--- src/rtl/muldiv_pkg.sv ---
// Definitions shared by the multiplier and divider: MDFunc codes, divider FSM states
// and the iteration counter width helper.
package muldiv_pkg;

  localparam logic [2:0] FUNC_MUL    = 3'b000;
  localparam logic [2:0] FUNC_MULH   = 3'b001;
  localparam logic [2:0] FUNC_MULHSU = 3'b010;
  localparam logic [2:0] FUNC_MULHU  = 3'b011;
  localparam logic [2:0] FUNC_DIV    = 3'b100;
  localparam logic [2:0] FUNC_DIVU   = 3'b101;
  localparam logic [2:0] FUNC_REM    = 3'b110;
  localparam logic [2:0] FUNC_REMU   = 3'b111;

  typedef logic [1:0] div_state_t;

  localparam div_state_t DIV_IDLE = 2'd0;
  localparam div_state_t DIV_CALC = 2'd1;
  localparam div_state_t DIV_FIX  = 2'd2;
  localparam div_state_t DIV_DONE = 2'd3;

  function automatic int unsigned div_cnt_width(input int unsigned dwidth);
    return $clog2(dwidth + 1);
  endfunction

  localparam int unsigned DIV_CNT_W = div_cnt_width(32);

endpackage

--- src/rtl/div_step.sv ---
// One combinational restoring-division iteration: shift {rem,quo} left and trial-subtract.
module div_step
  import muldiv_pkg::*;
#(
  parameter int unsigned DWIDTH = 32
) (
  input  logic [DWIDTH-1:0] rem_i,
  input  logic [DWIDTH-1:0] quo_i,
  input  logic [DWIDTH-1:0] divisor_i,
  output logic [DWIDTH-1:0] rem_o,
  output logic [DWIDTH-1:0] quo_o
);

  logic [DWIDTH:0]   shifted;
  logic [DWIDTH-1:0] diff;
  logic              no_borrow;

  always_comb begin
    shifted   = {rem_i, quo_i[DWIDTH-1]};
    no_borrow = (shifted >= {1'b0, divisor_i});
    // On success the true difference is below the divisor, so modular DWIDTH bits are exact.
    diff      = shifted[DWIDTH-1:0] - divisor_i;
    if (no_borrow) begin
      rem_o = diff;
      quo_o = {quo_i[DWIDTH-2:0], 1'b1};
    end else begin
      rem_o = shifted[DWIDTH-1:0];
      quo_o = {quo_i[DWIDTH-2:0], 1'b0};
    end
  end

endmodule

--- src/rtl/div_unit.sv ---
// Sequential radix-2 restoring divider for DIV/DIVU/REM/REMU.
// Optional DIV_EARLY_OUT_EN: finish on the accept edge when |A| < |B|.
module div_unit
  import muldiv_pkg::*;
#(
  parameter int unsigned DWIDTH = 32
) (
  input  logic              clock,
  input  logic              reset,
  input  logic [DWIDTH-1:0] A,
  input  logic [DWIDTH-1:0] B,
  input  logic [2:0]        MDFunc,
  input  logic              divEn,
  output logic [DWIDTH-1:0] DOut,
  output logic              busy,
  output logic              done
);

  localparam int unsigned CntW = div_cnt_width(DWIDTH);

  div_state_t        state_q, state_d;
  logic [CntW-1:0]   cnt_q, cnt_d;
  logic [DWIDTH-1:0] rem_q, rem_d;
  logic [DWIDTH-1:0] quo_q, quo_d;
  logic [DWIDTH-1:0] dvs_q, dvs_d;
  logic [DWIDTH-1:0] dout_q, dout_d;
  logic [1:0]        func_q, func_d;
  logic              sa_q, sa_d;
  logic              sb_q, sb_d;
  logic              busy_q, busy_d;
  logic              done_q, done_d;

  logic              signed_op, a_neg, b_neg, start, is_ovf;
  logic [DWIDTH-1:0] mag_a, mag_b;
  logic [DWIDTH-1:0] step_rem, step_quo;
  logic [DWIDTH-1:0] q_fix, r_fix, fix_res;

  div_step #(
    .DWIDTH(DWIDTH)
  ) u_step (
    .rem_i    (rem_q),
    .quo_i    (quo_q),
    .divisor_i(dvs_q),
    .rem_o    (step_rem),
    .quo_o    (step_quo)
  );

  always_comb begin
    signed_op = ~MDFunc[0];
    a_neg     = signed_op & A[DWIDTH-1];
    b_neg     = signed_op & B[DWIDTH-1];
    mag_a     = a_neg ? (~A + 1'b1) : A;
    mag_b     = b_neg ? (~B + 1'b1) : B;
    start     = divEn & MDFunc[2] & ((state_q == DIV_IDLE) | (state_q == DIV_DONE));
    is_ovf    = signed_op & (A == {1'b1, {(DWIDTH-1){1'b0}}}) & (&B);
  end

  // Sign fix-up: quotient negated on differing signs, remainder follows the dividend.
  always_comb begin
    q_fix   = (~func_q[0] & (sa_q ^ sb_q)) ? (~quo_q + 1'b1) : quo_q;
    r_fix   = (~func_q[0] & sa_q) ? (~rem_q + 1'b1) : rem_q;
    fix_res = func_q[1] ? r_fix : q_fix;
  end

  always_comb begin
    state_d = state_q;
    cnt_d   = cnt_q;
    rem_d   = rem_q;
    quo_d   = quo_q;
    dvs_d   = dvs_q;
    dout_d  = dout_q;
    func_d  = func_q;
    sa_d    = sa_q;
    sb_d    = sb_q;

    case (state_q)
      DIV_CALC: begin
        rem_d = step_rem;
        quo_d = step_quo;
        cnt_d = cnt_q + CntW'(1);
        if (cnt_q == CntW'(DWIDTH - 1)) begin
          state_d = DIV_FIX;
        end
      end
      DIV_FIX: begin
        dout_d  = fix_res;
        state_d = DIV_DONE;
      end
      DIV_DONE: state_d = DIV_IDLE;
      default:  state_d = state_q;
    endcase

    if (start) begin
      func_d  = MDFunc[1:0];
      sa_d    = a_neg;
      sb_d    = b_neg;
      cnt_d   = '0;
      rem_d   = '0;
      quo_d   = mag_a;
      dvs_d   = mag_b;
      state_d = DIV_CALC;
      if (B == '0) begin
        dout_d  = MDFunc[1] ? A : '1;
        state_d = DIV_DONE;
      end else if (is_ovf) begin
        dout_d  = MDFunc[1] ? '0 : A;
        state_d = DIV_DONE;
      end
`ifdef DIV_EARLY_OUT_EN
      else if (mag_a < mag_b) begin
        dout_d  = MDFunc[1] ? A : '0;
        state_d = DIV_DONE;
      end
`endif
    end

    busy_d = (state_d == DIV_CALC) | (state_d == DIV_FIX);
    done_d = (state_d == DIV_DONE);
  end

  always_ff @(posedge clock) begin
    if (reset) begin
      state_q <= DIV_IDLE;
      cnt_q   <= '0;
      rem_q   <= '0;
      quo_q   <= '0;
      dvs_q   <= '0;
      dout_q  <= '0;
      func_q  <= '0;
      sa_q    <= 1'b0;
      sb_q    <= 1'b0;
      busy_q  <= 1'b0;
      done_q  <= 1'b0;
    end else begin
      state_q <= state_d;
      cnt_q   <= cnt_d;
      rem_q   <= rem_d;
      quo_q   <= quo_d;
      dvs_q   <= dvs_d;
      dout_q  <= dout_d;
      func_q  <= func_d;
      sa_q    <= sa_d;
      sb_q    <= sb_d;
      busy_q  <= busy_d;
      done_q  <= done_d;
    end
  end

  assign DOut = dout_q;
  assign busy = busy_q;
  assign done = done_q;

endmodule

--- config.mk ---
export PLATFORM = sky130hd
export DESIGN_NAME = div_unit
export DESIGN_NICKNAME = d
export VERILOG_FILES = /design/src/rtl/muldiv_pkg.sv /design/src/rtl/div_step.sv /design/src/rtl/div_unit.sv
export SDC_FILE = /design/constraint.sdc
export NUM_CORES = 1
export LEC_CHECK = 0
export ABC_AREA = 0
export CORE_ASPECT_RATIO = 0.75
export CORE_MARGIN = 1
export CORE_UTILIZATION = 40
export CTS_CLUSTER_SIZE = 40
export DETAILED_ROUTE_END_ITERATION = 8
export HOLD_SLACK_MARGIN = 0.1
export PLACE_DENSITY_LB_ADDON = 0.15
export SYNTH_ARGS = -nofsm -noshare
export SYNTH_HDL_FRONTEND = slang
export SYNTH_HIERARCHICAL = 1
export SYNTH_SLANG_ARGS = --single-unit
--- constraint.sdc ---
create_clock -name clock -period 5.9 [get_ports clock]
set_input_delay 0.59 -clock clock [delete_from_list [all_inputs] [get_ports clock]]
set_output_delay 0.59 -clock clock [all_outputs]
set_load 0.03 [all_outputs]
==> impl_metrics.py <==
metrics = {
    "status": {
        "status": "complete, no violations",
    },
    "power": {
        "pwr-share-seq_pct": 35.6,
        "cellPowerDensity_mw_per_mm2": 220,
        "swShare_pct": 31.1,
        "p_int_uw": 2020,
        "pwr-share-comb_pct": 23.6,
        "vdd_drop_max_uv": 222,
        "p_leak_uw": 0.00494,
        "pwr-share-clk_pct": 40.8,
        "switching_power_uw": 913,
    },
    "critical_path": {
        "r2r_start": "rem_q[14]$_SDFFE_PP0P_",
        "critPathLaunchType": "register",
        "reg2regPathDepth": 10,
        "cp.arrival_ns": 4.66,
        "critPathCapture": "rem_q[4]$_SDFFE_PP0P_",
        "regToRegSetupSlack_ns": 1.55,
        "cp-end-kind": "register",
        "cp.required_ns": 6.21,
        "cp_max_fo": 21,
        "startpoint": "rem_q[14]$_SDFFE_PP0P_",
        "worstSetupPathType": "register to register",
        "r2r-end": "rem_q[4]$_SDFFE_PP0P_",
    },
    "sta": {
        "whs_ns": 0.452,
        "slew_headroom_pct": 16.9,
        "finalCritPeriodShare_pct": 73.7,
        "final.setup_skew_ns": 0.0124,
        "clock.fmax_mhz": 230,
        "worstMarginPinSlew_ns": 1.25,
        "setup_viol": 0,
        "tns_ns": 0,
        "hold_violations": 0,
        "drv_slew": 0,
        "rsz0062_at_grt": "false",
        "finalWorstPathRequiredPeriod_ns": 4.35,
    },
    "synth": {
        "synth_area_mm2": 0.0117,
        "synth_area_leader_cell": "dfxtp_1",
        "synth_cells": 1453,
        "synth_cell_types": 97,
        "async_flop_share_pct": 0,
        "synth_area_per_cell_um2": 8.07,
        "synth.area.top_cells": "dfxtp_1, xnor2_1, nor2_1",
        "seq_area_frac_synth_pct": 24.2,
        "synth_edf_count": 0,
        "synthesis.nets": 1565,
        "ys_top_cells_by_count": "nor2_1, dfxtp_1, nand2_1",
        "synth_most_common_cell": "nor2_1",
        "synth_top_flop_cell": "dfxtp_1",
        "yosys_warnings": 6,
        "synth.top_cell.area_share_pct": 24.2,
        "synth_seq_cells": 142,
    },
    "cts": {
        "cts-buffers-inserted": 17,
        "root_buffer": "clkbuf_16",
        "cts_buffer_depth": 2,
        "htree_levels": 4,
        "cts_resized": 0,
        "cts_tree": "built",
        "cts.clk_slew.worst_paths_ns": 0.07,
        "clk_latency_ns": 0.44,
        "clkSinkCount": 142,
        "cts_hold_buffers": 0,
        "post-cts-setup-buffers": 0,
    },
    "cells_and_area": {
        "syn2layout_area_growth_pct": 13.4,
        "final_layout_size_suffix_gt1_share_pct": 8.54,
        "fin_util_pct": 46.8,
        "nets": 1586,
        "antennaDiodeCount": 0,
        "multi_input_area_mm2": 0.00800,
        "regArea_mm2": 0.00284,
        "fillCellCount": 2808,
        "final_area_mm2": 0.0133,
    },
    "die": {
        "initial_core_util_pct": 41.2,
        "fp.coreArea_mm2": 0.0284,
        "rows": 53,
        "die_w_um": 200,
        "die_area_mm2": 0.0300,
        "die_height_um": 150,
        "num_io_pins": 104,
    },
    "routing": {
        "vias": 11300,
        "viasPerCell": 6.01,
        "first_pass_iters": 8,
        "totalWireLength_um": 40200,
        "drc": 0,
        "routedWlPerCell_um": 21.5,
        "drt_iter0_markers": 964,
        "ant_nets": 0,
    },
    "placed_design": {
        "dpl_cell_area_mm2": 0.0127,
        "globalplace.congestion": 0.974,
        "dp_hpwl_um": 29900,
        "place.port_buffers": 103,
    },
    "global_route": {
        "grt_first_pass_wirelength_um": 61900,
        "overflow": 0,
        "antenna_found_initial": 0,
        "use_met1_pct": 43.2,
        "grt-busiest-layer": "met1",
        "grt_use_total_pct": 27.1,
        "grt_use_met3_pct": 6.34,
        "grt_max_degree": 79,
        "grt_util_met2_pct": 35.3,
        "grt_pass1_vias": 10300,
    },
    "worst_hold_path": {
        "worstHoldPathType": "register to register",
    },
    "job": {
        "drv_cap": 0,
    },
}
[routing by layer]
layer	vias to the layer above	part of all wire [%]	wire length [um]
met5	-	0	0
met4	0	1.3	521
met3	32	9.3	3720
met2	525	38	15400
met1	5379	51	20600
li1	5323	-	-
[stage by stage]
step	power, uW	cells	setup slack (ns)
2_1_floorplan	1540	1453	2.93
3_3_place_gp	1730	1840	1.55
3_5_place_dp	1740	1840	1.55
4_1_cts	2930	1872	1.64
5_1_grt	3050	1872	1.25
6_report	2930	1872	1.55
[how the worst min path moves through the flow]
stage          cells past startpoint                      to  slack [ns]              startpoint
6_report                           2  dvs_q[30]$_SDFFE_PP0P_        0.45  dvs_q[30]$_SDFFE_PP0P_
5_1_grt                            2  dvs_q[30]$_SDFFE_PP0P_        0.48  dvs_q[30]$_SDFFE_PP0P_
4_1_cts                            2  dvs_q[30]$_SDFFE_PP0P_        0.46  dvs_q[30]$_SDFFE_PP0P_
3_5_place_dp                       2  dvs_q[30]$_SDFFE_PP0P_        0.44  dvs_q[30]$_SDFFE_PP0P_
3_3_place_gp                       2  dvs_q[30]$_SDFFE_PP0P_        0.44  dvs_q[30]$_SDFFE_PP0P_
2_1_floorplan                      2  dvs_q[17]$_SDFFE_PP0P_        0.43  dvs_q[17]$_SDFFE_PP0P_
[logic make-up after synthesis]
| logic type | share of synthesized area, % |
|---|---|
| compound gates | 22.4 |
| xor+xnor | 10.7 |
| flops | 24.2 |
| mux | 8.98 |
| simple gates | 21.0 |
| fa+ha+maj | 4.97 |
| buf+inv | 7.72 |
[critical path, stage by stage (launching register included)]
cell,delay (ns)
dfxtp_1,0.60
ha_1,0.39
nand4_1,0.22
nor4_1,0.10
a31oi_1,0.22
a21boi_0,0.98
or2_1,0.69
buf_4,0.47
mux2_2,0.37
mux2i_1,0.13
nor2_1,0.05
[registers in the layout, indices dropped and copies added (netlist names)]
name / cells
DOut: 32
busy: 1
cnt_q: 6
done: 1
dvs_q: 32
func_q: 2
quo_q: 32
rem_q: 32
sa_q: 1
sb_q: 1
state_q: 2
[power by group through the flow]
stage	sequential [uW]	combinational, uW	clock (uW)
floorplan	1050	499	0
global placement	1060	673	0
detailed placement	1060	674	0
CTS	1040	679	1210
global route	1050	749	1250
finish	1040	691	1200
[cells in the final DEF, fill, tap and decap left out, types with 6 or more instances in the layout]
master / netlist / layout
ha_1: 41 / 40
inv_1: 59 / 59
a222oi_1: 7 / 7
a21oi_1: 80 / 80
buf_4: 36 / 12
o21a_1: 8 / 8
o211ai_1: 8 / 8
nor4_1: 21 / 21
nand4_1: 30 / 30
nand3_1: 23 / 22
a211oi_1: 54 / 54
dfxtp_1: 142 / 142
mux2_4: 20 / 20
or4_1: 10 / 10
nor3_1: 28 / 28
o22ai_1: 28 / 28
clkbuf_16: 0 / 17
o31ai_1: 20 / 20
nand2b_1: 9 / 9
xor2_1: 67 / 67
a311oi_1: 6 / 6
nand2_1: 81 / 81
o21ai_0: 80 / 80
o21bai_1: 6 / 6
or3_1: 10 / 10
a221oi_1: 6 / 6
o41ai_1: 9 / 9
clkdlybuf4s50_1: 0 / 102
nor2_1: 178 / 178
xnor2_1: 77 / 77
a31oi_1: 13 / 13
mux2_2: 10 / 10
mux2i_1: 64 / 64
nor2b_1: 17 / 17
nor4_2: 6 / 6
a21o_1: 11 / 11
[layout make-up]
type	instances	share of cell area [%]
Clock buffer	21	3.54
Clock inverter	11	1.22
Inverter	60	1.69
Multi-Input combinational cell	1138	60.2
Sequential cell	142	21.4
Tap cell	385	3.62
Timing Repair Buffer	115	8.39
Note: power is estimated with default switching activity, not from simulation.
